File: config.mk
export PLATFORM = sky130hd
export DESIGN_NAME = fft_frame_streamer_flat
export DESIGN_NICKNAME = d
export VERILOG_FILES = /design/src/rtl/fft_frame_streamer_pkg.sv /design/src/rtl/fft_frame_streamer_if.sv /design/src/rtl/fft_pingpong_ram.sv /design/src/rtl/fft_frame_streamer.sv /design/src/flat_wrapper.sv
export SDC_FILE = /design/constraint.sdc
export NUM_CORES = 2
export LEC_CHECK = 0
export BUFFER_PORTS_ARGS = -buffer_cell sky130_fd_sc_hd__buf_2
export CAP_MARGIN = 0
export CORE_MARGIN = 1.5
export CORE_UTILIZATION = 59
export CTS_CLUSTER_DIAMETER = 80
export CTS_CLUSTER_SIZE = 40
export DETAILED_ROUTE_END_ITERATION = 10
export PLACE_DENSITY = 0.78
export SLEW_MARGIN = 10
export SYNTH_ARGS = -nofsm -noshare
export SYNTH_HDL_FRONTEND = slang
export SYNTH_HIERARCHICAL = 1
export SYNTH_SLANG_ARGS = --single-unit
File: constraint.sdc
create_clock -name clk -period 4.18 [get_ports clk]
set_clock_uncertainty 0.15 [all_clocks]
set_input_delay 0.209 -clock clk [delete_from_list [all_inputs] [get_ports clk]]
set_output_delay 0.209 -clock clk [all_outputs]
set_load 0.03 [all_outputs]
File: src/rtl/fft_frame_streamer_pkg.sv
// Shared constants and types for the ADC-to-FFT frame streamer.
// The T_DATA field positions are also used by the trigger detector.
package fft_frame_streamer_pkg;

  localparam int FRAME_LEN = 64;
  localparam int ADDR_W    = 6;
  localparam int SAMPLE_W  = 16;
  localparam int TDATA_W   = 32;

  localparam int REAL_LSB  = 0;
  localparam int REAL_MSB  = 15;
  localparam int IMAG_LSB  = 16;
  localparam int IMAG_MSB  = 31;

  typedef enum logic [1:0] {
    ST_IDLE,
    ST_FETCH,
    ST_SEND
  } rd_state_e;

  typedef struct packed {
    logic [TDATA_W-1:0] data;
    logic               last;
  } beat_t;

  // Real-only complex word: imag part stays zero.
  function automatic logic [TDATA_W-1:0] pack_tdata(input logic [SAMPLE_W-1:0] s);
    logic [TDATA_W-1:0] d;
    d = '0;
    d[REAL_MSB:REAL_LSB] = s;
    return d;
  endfunction

endpackage

File: src/rtl/fft_frame_streamer_if.sv
// AXI4-Stream link from the frame streamer to the FFT core.
interface fft_frame_streamer_if;
  import fft_frame_streamer_pkg::*;

  logic [TDATA_W-1:0] T_DATA;
  logic               T_VALID;
  logic               T_READY;
  logic               T_LAST;

  modport master (output T_DATA, output T_VALID, output T_LAST, input T_READY);
  modport slave  (input T_DATA, input T_VALID, input T_LAST, output T_READY);

endinterface

File: src/rtl/fft_pingpong_ram.sv
// Simple dual-port RAM holding both ping-pong frame banks; registered read.
module fft_pingpong_ram #(
  parameter int DATA_W = 32,
  parameter int AW     = 7
) (
  input  logic              clk,
  input  logic              we,
  input  logic [AW-1:0]     waddr,
  input  logic [DATA_W-1:0] wdata,
  input  logic              re,
  input  logic [AW-1:0]     raddr,
  output logic [DATA_W-1:0] rdata
);

  logic [DATA_W-1:0] mem [2**AW];
  logic [DATA_W-1:0] rdata_q;

  // No reset so the array maps onto block RAM.
  always_ff @(posedge clk) begin
    if (we) mem[waddr] <= wdata;
    if (re) rdata_q <= mem[raddr];
  end

  assign rdata = rdata_q;

endmodule

File: src/rtl/fft_frame_streamer.sv
// Captures ADC samples into ping-pong frame banks and streams each full
// frame to the FFT core over AXI4-Stream with back-to-back beats.
module fft_frame_streamer
  import fft_frame_streamer_pkg::*;
(
  input  logic                clk,
  input  logic                reset_b,
  input  logic                Enable,
  input  logic [SAMPLE_W-1:0] Sample,
  input  logic                Sample_Valid,
  input  logic                Clear_Overflow,
  output logic                Overflow,
  output logic [15:0]         Frame_Count,
  fft_frame_streamer_if.master axis
);

  localparam logic [ADDR_W-1:0] LAST_ADDR = ADDR_W'(FRAME_LEN - 1);

  // write side
  logic              wbank_q, wbank_d;
  logic [ADDR_W-1:0] wptr_q, wptr_d;
  logic [1:0]        bank_full_q, bank_full_d;
  logic              ovf_q, ovf_d;

  // read side
  rd_state_e         state_q, state_d;
  logic              rbank_q, rbank_d;
  logic [ADDR_W-1:0] rptr_q, rptr_d;
  logic              rd_done_q, rd_done_d;
  logic              rd_vld_q, rd_vld_d;
  logic              rd_last_q, rd_last_d;
  beat_t             out_q, out_d;
  logic              out_vld_q, out_vld_d;
  beat_t             skid_q, skid_d;
  logic              skid_vld_q, skid_vld_d;
  logic [15:0]       frame_cnt_q, frame_cnt_d;

  logic               wr_req, wr_en, drop, fill;
  logic               pop, frame_done, issue;
  logic [1:0]         occ;
  logic [TDATA_W-1:0] rdata;

  assign wr_req = Sample_Valid & Enable;
  assign wr_en  = wr_req & ~bank_full_q[wbank_q];
  assign drop   = wr_req &  bank_full_q[wbank_q];
  assign fill   = wr_en & (wptr_q == LAST_ADDR);

  assign pop        = out_vld_q & axis.T_READY;
  assign frame_done = (state_q == ST_SEND) & pop & out_q.last;
  // Words held or in flight once this cycle's pop retires; at most two fit.
  assign occ = 2'(out_vld_q) + 2'(skid_vld_q) + 2'(rd_vld_q) - 2'(pop);

  always_comb begin
    wptr_d  = wptr_q;
    wbank_d = wbank_q;
    ovf_d   = ovf_q;
    if (!Enable)    wptr_d = '0;
    else if (wr_en) wptr_d = wptr_q + 1'b1;
    if (fill) wbank_d = ~wbank_q;
    if (Clear_Overflow) ovf_d = 1'b0;
    if (drop)           ovf_d = 1'b1;
  end

  // Fill and frame-done always target different banks, so both can apply.
  always_comb begin
    bank_full_d = bank_full_q;
    if (frame_done) bank_full_d[rbank_q] = 1'b0;
    if (fill)       bank_full_d[wbank_q] = 1'b1;
  end

  always_comb begin
    state_d     = state_q;
    rbank_d     = rbank_q;
    rptr_d      = rptr_q;
    rd_done_d   = rd_done_q;
    out_d       = out_q;
    out_vld_d   = out_vld_q;
    skid_d      = skid_q;
    skid_vld_d  = skid_vld_q;
    frame_cnt_d = frame_cnt_q;
    issue       = 1'b0;

    case (state_q)
      ST_IDLE: begin
        if (bank_full_q[rbank_q]) begin
          issue   = 1'b1;
          state_d = ST_FETCH;
        end
      end
      ST_FETCH: begin
        issue   = ~rd_done_q & (occ <= 2'd1);
        state_d = ST_SEND;
      end
      ST_SEND: begin
        issue = ~rd_done_q & (occ <= 2'd1);
        if (frame_done) begin
          state_d     = ST_IDLE;
          rbank_d     = ~rbank_q;
          rd_done_d   = 1'b0;
          frame_cnt_d = frame_cnt_q + 16'd1;
        end
      end
      default: state_d = ST_IDLE;
    endcase

    if (issue) begin
      rptr_d = rptr_q + 1'b1;
      if (rptr_q == LAST_ADDR) rd_done_d = 1'b1;
    end

    // Retire the accepted beat, then slot the returning RAM word.
    if (pop) begin
      if (skid_vld_q) begin
        out_d      = skid_q;
        skid_vld_d = 1'b0;
      end else begin
        out_vld_d = 1'b0;
      end
    end
    if (rd_vld_q) begin
      if (!out_vld_d) begin
        out_d     = '{data: rdata, last: rd_last_q};
        out_vld_d = 1'b1;
      end else begin
        skid_d     = '{data: rdata, last: rd_last_q};
        skid_vld_d = 1'b1;
      end
    end
  end

  assign rd_vld_d  = issue;
  assign rd_last_d = issue & (rptr_q == LAST_ADDR);

  always_ff @(posedge clk or negedge reset_b) begin
    if (!reset_b) begin
      wbank_q     <= 1'b0;
      wptr_q      <= '0;
      bank_full_q <= '0;
      ovf_q       <= 1'b0;
      state_q     <= ST_IDLE;
      rbank_q     <= 1'b0;
      rptr_q      <= '0;
      rd_done_q   <= 1'b0;
      rd_vld_q    <= 1'b0;
      rd_last_q   <= 1'b0;
      out_q       <= '0;
      out_vld_q   <= 1'b0;
      skid_q      <= '0;
      skid_vld_q  <= 1'b0;
      frame_cnt_q <= '0;
    end else begin
      wbank_q     <= wbank_d;
      wptr_q      <= wptr_d;
      bank_full_q <= bank_full_d;
      ovf_q       <= ovf_d;
      state_q     <= state_d;
      rbank_q     <= rbank_d;
      rptr_q      <= rptr_d;
      rd_done_q   <= rd_done_d;
      rd_vld_q    <= rd_vld_d;
      rd_last_q   <= rd_last_d;
      out_q       <= out_d;
      out_vld_q   <= out_vld_d;
      skid_q      <= skid_d;
      skid_vld_q  <= skid_vld_d;
      frame_cnt_q <= frame_cnt_d;
    end
  end

  fft_pingpong_ram #(
    .DATA_W (TDATA_W),
    .AW     (ADDR_W + 1)
  ) u_ram (
    .clk   (clk),
    .we    (wr_en),
    .waddr ({wbank_q, wptr_q}),
    .wdata (pack_tdata(Sample)),
    .re    (issue),
    .raddr ({rbank_q, rptr_q}),
    .rdata (rdata)
  );

  assign axis.T_DATA  = out_q.data;
  assign axis.T_VALID = out_vld_q;
  assign axis.T_LAST  = out_q.last;
  assign Overflow     = ovf_q;
  assign Frame_Count  = frame_cnt_q;

endmodule

File: src/flat_wrapper.sv
// flat-port wrapper written by rule: the top's interface ports become plain ports
module fft_frame_streamer_flat import fft_frame_streamer_pkg::*;
  (clk, reset_b, Enable, Sample, Sample_Valid, Clear_Overflow, Overflow, Frame_Count, axis_T_DATA, axis_T_VALID, axis_T_LAST, axis_T_READY);
  fft_frame_streamer_if axis_i ();
  input  logic clk;
  input  logic reset_b;
  input  logic Enable;
  input  logic [SAMPLE_W-1:0] Sample;
  input  logic Sample_Valid;
  input  logic Clear_Overflow;
  output logic Overflow;
  output logic [15:0] Frame_Count;
  output wire logic [$bits(axis_i.T_DATA)-1:0] axis_T_DATA;
  output wire logic [$bits(axis_i.T_VALID)-1:0] axis_T_VALID;
  output wire logic [$bits(axis_i.T_LAST)-1:0] axis_T_LAST;
  input wire logic [$bits(axis_i.T_READY)-1:0] axis_T_READY;
  assign axis_T_DATA = axis_i.T_DATA;
  assign axis_T_VALID = axis_i.T_VALID;
  assign axis_T_LAST = axis_i.T_LAST;
  assign axis_i.T_READY = axis_T_READY;
  fft_frame_streamer u_core (.clk(clk), .reset_b(reset_b), .Enable(Enable), .Sample(Sample), .Sample_Valid(Sample_Valid), .Clear_Overflow(Clear_Overflow), .Overflow(Overflow), .Frame_Count(Frame_Count), .axis(axis_i));
endmodule
==> impl_results.md <==
* Outcome: complete, no violations
* First-pass GRT wire length at 544000 um
* IO Count at 73
* Crit-path cells: buf_12 -> buf_12 -> buf_4 -> buf_4 -> mux4_2 -> mux4_2 -> mux4_2 -> mux2_2
* Slowest CP cell: mux4_2
* Unrepaired setup endpoints after global routing: no
* Synth Area per Inst at 25.3 um^2
* Max H-tree Level at 4
* Final worst path period share at 96.3%
* Number of global-route vias before repair at 76600
* Fin cells at 12400
* Core Area at 271000 um^2
* GRT Total Usage at 28.2%
* Die Span X at 526 um
* Commonest non-fill, non-tap cells in the layout: 4128 x edfxtp_1, 2048 x conb_1, 1344 x mux4_2, 201 x buf_12, 144 x clkbuf_16
* Dpl hpwl at 221000 um
* Count of cell types in the netlist at 41
* GR peak layer: met2
* Worst Tran Pin Value at 1220 ps
* Sequential area share after synthesis at 78.5%
* Antenna-violating nets left at 0
* Initial Utilization at 59.4%
* Most frequent CP cell: mux4_2
* Via count at 74800
* Global routing usage on met1 at 38.3%
* CTS max path bufs at 3
* Layout area overhead at 13.9%
* Root Driver: clkbuf_16
* Pre-antenna DRT Iters at 9
* Yosys Warn Count at 6
* Syn Inst Count at 6373
* Placed cells at 12100
* Max Fclk at 248 MHz
* DIE AREA at 276000 um^2
* Setup bufs post-CTS at 0
* Synth Area in Compound Gates at 0.168%
* Final setup vio count at 0
* Hold crit path type: in -> reg
* Post-synth EDFFs at 4128
* CP Class: reg -> reg
* Largest family of logic cells by synthesized area: multiplexers
* Leak at 58.2 nW
* Max stage delay on crit path at 710 ps
* Mux contribution to synthesized area at 19.5%
* Row count at 191
* CTS clk-pin slew, worst paths at 130 ps
* Final #Nets at 8681
* Async set-reset flop share out of synthesis at 2.50%
* Die height at 526 um
* Routed vias/inst at 6.05
* Setup TNS at 0 ps
* Reg2reg setup slack at 150 ps
* Post-synthesis cell area at 161000 um^2
* # Max-Cap Violations at 0
* Critical path endpoint category: flip-flop
* Hold slack final at 160 ps
* DRC Markers at 0
* Rel. slew slack at 18.9%
* Cts bufs inserted at 141
* FILL cells at 15900
* Iteration-0 DRC count of the detailed router at 10900
* Met3 Usage GRT at 6.38%
* Initial antenna violation count at 54
* Startpoint class of the critical path: flip-flop
* Routed WL per cell at 31.0 um
* Met2 usage at 46.2%
* Simple-gate share of the synthesized area at 0.720%
* Gr ovfl total at 0
* Synth Area in XOR/XNOR at 0.141%
* Clock latency on the worst-skew pair at 880 ps
* CTS sink cnt at 4234
* Worst EP required at 4660 ps
* Layout cell share with drive strength beyond 1 at 25.0%
* I/O Buffers at 72
* Adder-cell area share of the yosys netlist at 0.0776%
* Max Slew Vio Count at 0
* Ys flop type: edfxtp_1
* Pin count of the biggest net entering global routing at 95
* Routability cong. at 0.831
* Post-Route WL at 383000 um
* Peak VDD IR at 0.447 mV
* Yosys reg bits at 4234
* CTS tree: yes
* Final Hold Fails at 0
* PwrDens at 367 nW/um^2
* Min cycle time layout at 4030 ps
* Max FO, Critical Path at 13
* WP data arrival at 4510 ps
* Leading cell type in the layout, fill and taps excluded: edfxtp_1
-- worst max-delay path, delay by kind of cell, from the launching register on --
| kind | cells | cell delay, ps |
|---|---|---|
| multiplexers | 4 | 2100 |
| buffers and inverters | 4 | 930 |
| flip-flops | 1 | 560 |
-- metal layers --
metal	share of wire, %	vias to the layer above
met5	0.014	-
met4	3.4	8
met3	12	440
met2	50	4470
met1	35	39800
li1	-	30000
-- power breakdown --
part           internal, W  total [W]  leakage [nW]  switching (W)
Sequential          0.0465     0.0466          38.6      0.0000166
Combinational     0.000127   0.000909          17.3       0.000782
Clock              0.00725     0.0198          2.31         0.0125
-- state kept, by name, indices dropped and copies added (netlist names), 2 cells and up --
signal and flops:
u_core/skid_q 33, u_core/state_q 2, u_core/u_ram/mem 4096, u_core/wptr_q 6, u_core/axis.T_DATA 32, u_core/Frame_Count 16, u_core/bank_full_q 2, u_core/u_ram/rdata 32
u_core/rptr_q 6
-- synth_stat cells, types with 3 or more instances --
cell | n | area (um^2)
xor2_1 | 3 | 26.3
ha_1 | 10 | 125
buf_2 | 85 | 425
nor3_1 | 10 | 50.1
and3_1 | 5 | 31.3
buf_1 | 51 | 191
inv_1 | 11 | 41.3
o21ai_0 | 40 | 200
nor2b_1 | 7 | 43.8
edfxtp_1 | 4128 | 124000
mux2_2 | 67 | 754
and2_1 | 7 | 43.8
nand2_1 | 70 | 263
buf_4 | 7 | 52.6
xnor2_1 | 23 | 201
mux2i_1 | 34 | 340
clkbuf_1 | 187 | 702
nand3_1 | 16 | 80.1
nor2_1 | 126 | 473
dfrtp_1 | 106 | 2650
mux4_2 | 1344 | 30300
nand4_1 | 13 | 81.3
-- through the flow --
step | area (um^2) | setup WS, ps | util [%] | total power, W
final | 184000 | 153 | 67.7 | 0.0673
after global routing | 184000 | 58.5 | 67.7 | 0.0689
after CTS | 183000 | 177 | 67.6 | 0.0674
after detailed placement | 178000 | 223 | 65.7 | 0.0483
after global placement | 178000 | 255 | 65.7 | 0.0483
after floorplan | 169000 | -294 | - | 0.0478
-- path summary, 6_finish.rpt --
path                                                     from                            endpoint  cells after the start
setup / recovery                 u_core/rptr_q[0]$_DFFE_PN0P_    u_core/u_ram/rdata[25]$_DFFE_PP_                      8
hold / removal                                   axis_T_READY       u_core/axis.T_VALID$_DFF_PN0_                      5
setup reg to reg                 u_core/rptr_q[0]$_DFFE_PN0P_    u_core/u_ram/rdata[25]$_DFFE_PP_                      8
hold reg to reg            u_core/Frame_Count[15]$_DFFE_PN0P_  u_core/Frame_Count[15]$_DFFE_PN0P_                      1
max in group asynchronous                             reset_b        u_core/wptr_q[3]$_DFFE_PN0P_                      4
min in group asynchronous                             reset_b       u_core/skid_q[14]$_DFFE_PN0P_                      4
-- cell families (layout without fill, tap and decap cells) --
family | after synthesis | after routing
AOI/OAI and AO/OA | 49 | 49
buffers and inverters | 343 | 674
other | 1 | 2094
xor gates and xnor gates | 26 | 26
muxes | 1445 | 1445
and+or+nand+nor | 265 | 265
DFF | 4234 | 4234
adders and majority gates | 10 | 10
-- layout make-up --
cell class | count | area [um^2] | share of cell area, %
Sequential cell | 4234 | 127000 | 69.0
Multi-Input combinational cell | 3843 | 41800 | 22.8
Timing Repair Buffer | 418 | 5600 | 3.05
Tap cell | 3570 | 4470 | 2.43
Clock buffer | 160 | 3670 | 2.00
Clock inverter | 85 | 1150 | 0.627
Antenna cell | 46 | 115 | 0.0627
Inverter | 11 | 41.3 | 0.0225
-- repair_timing --
item	CTS	global route
hold buffers	25	0
gates resized for setup	0	0
hold endpoints to repair	1330	0
Note: power is estimated with default switching activity, not from simulation.
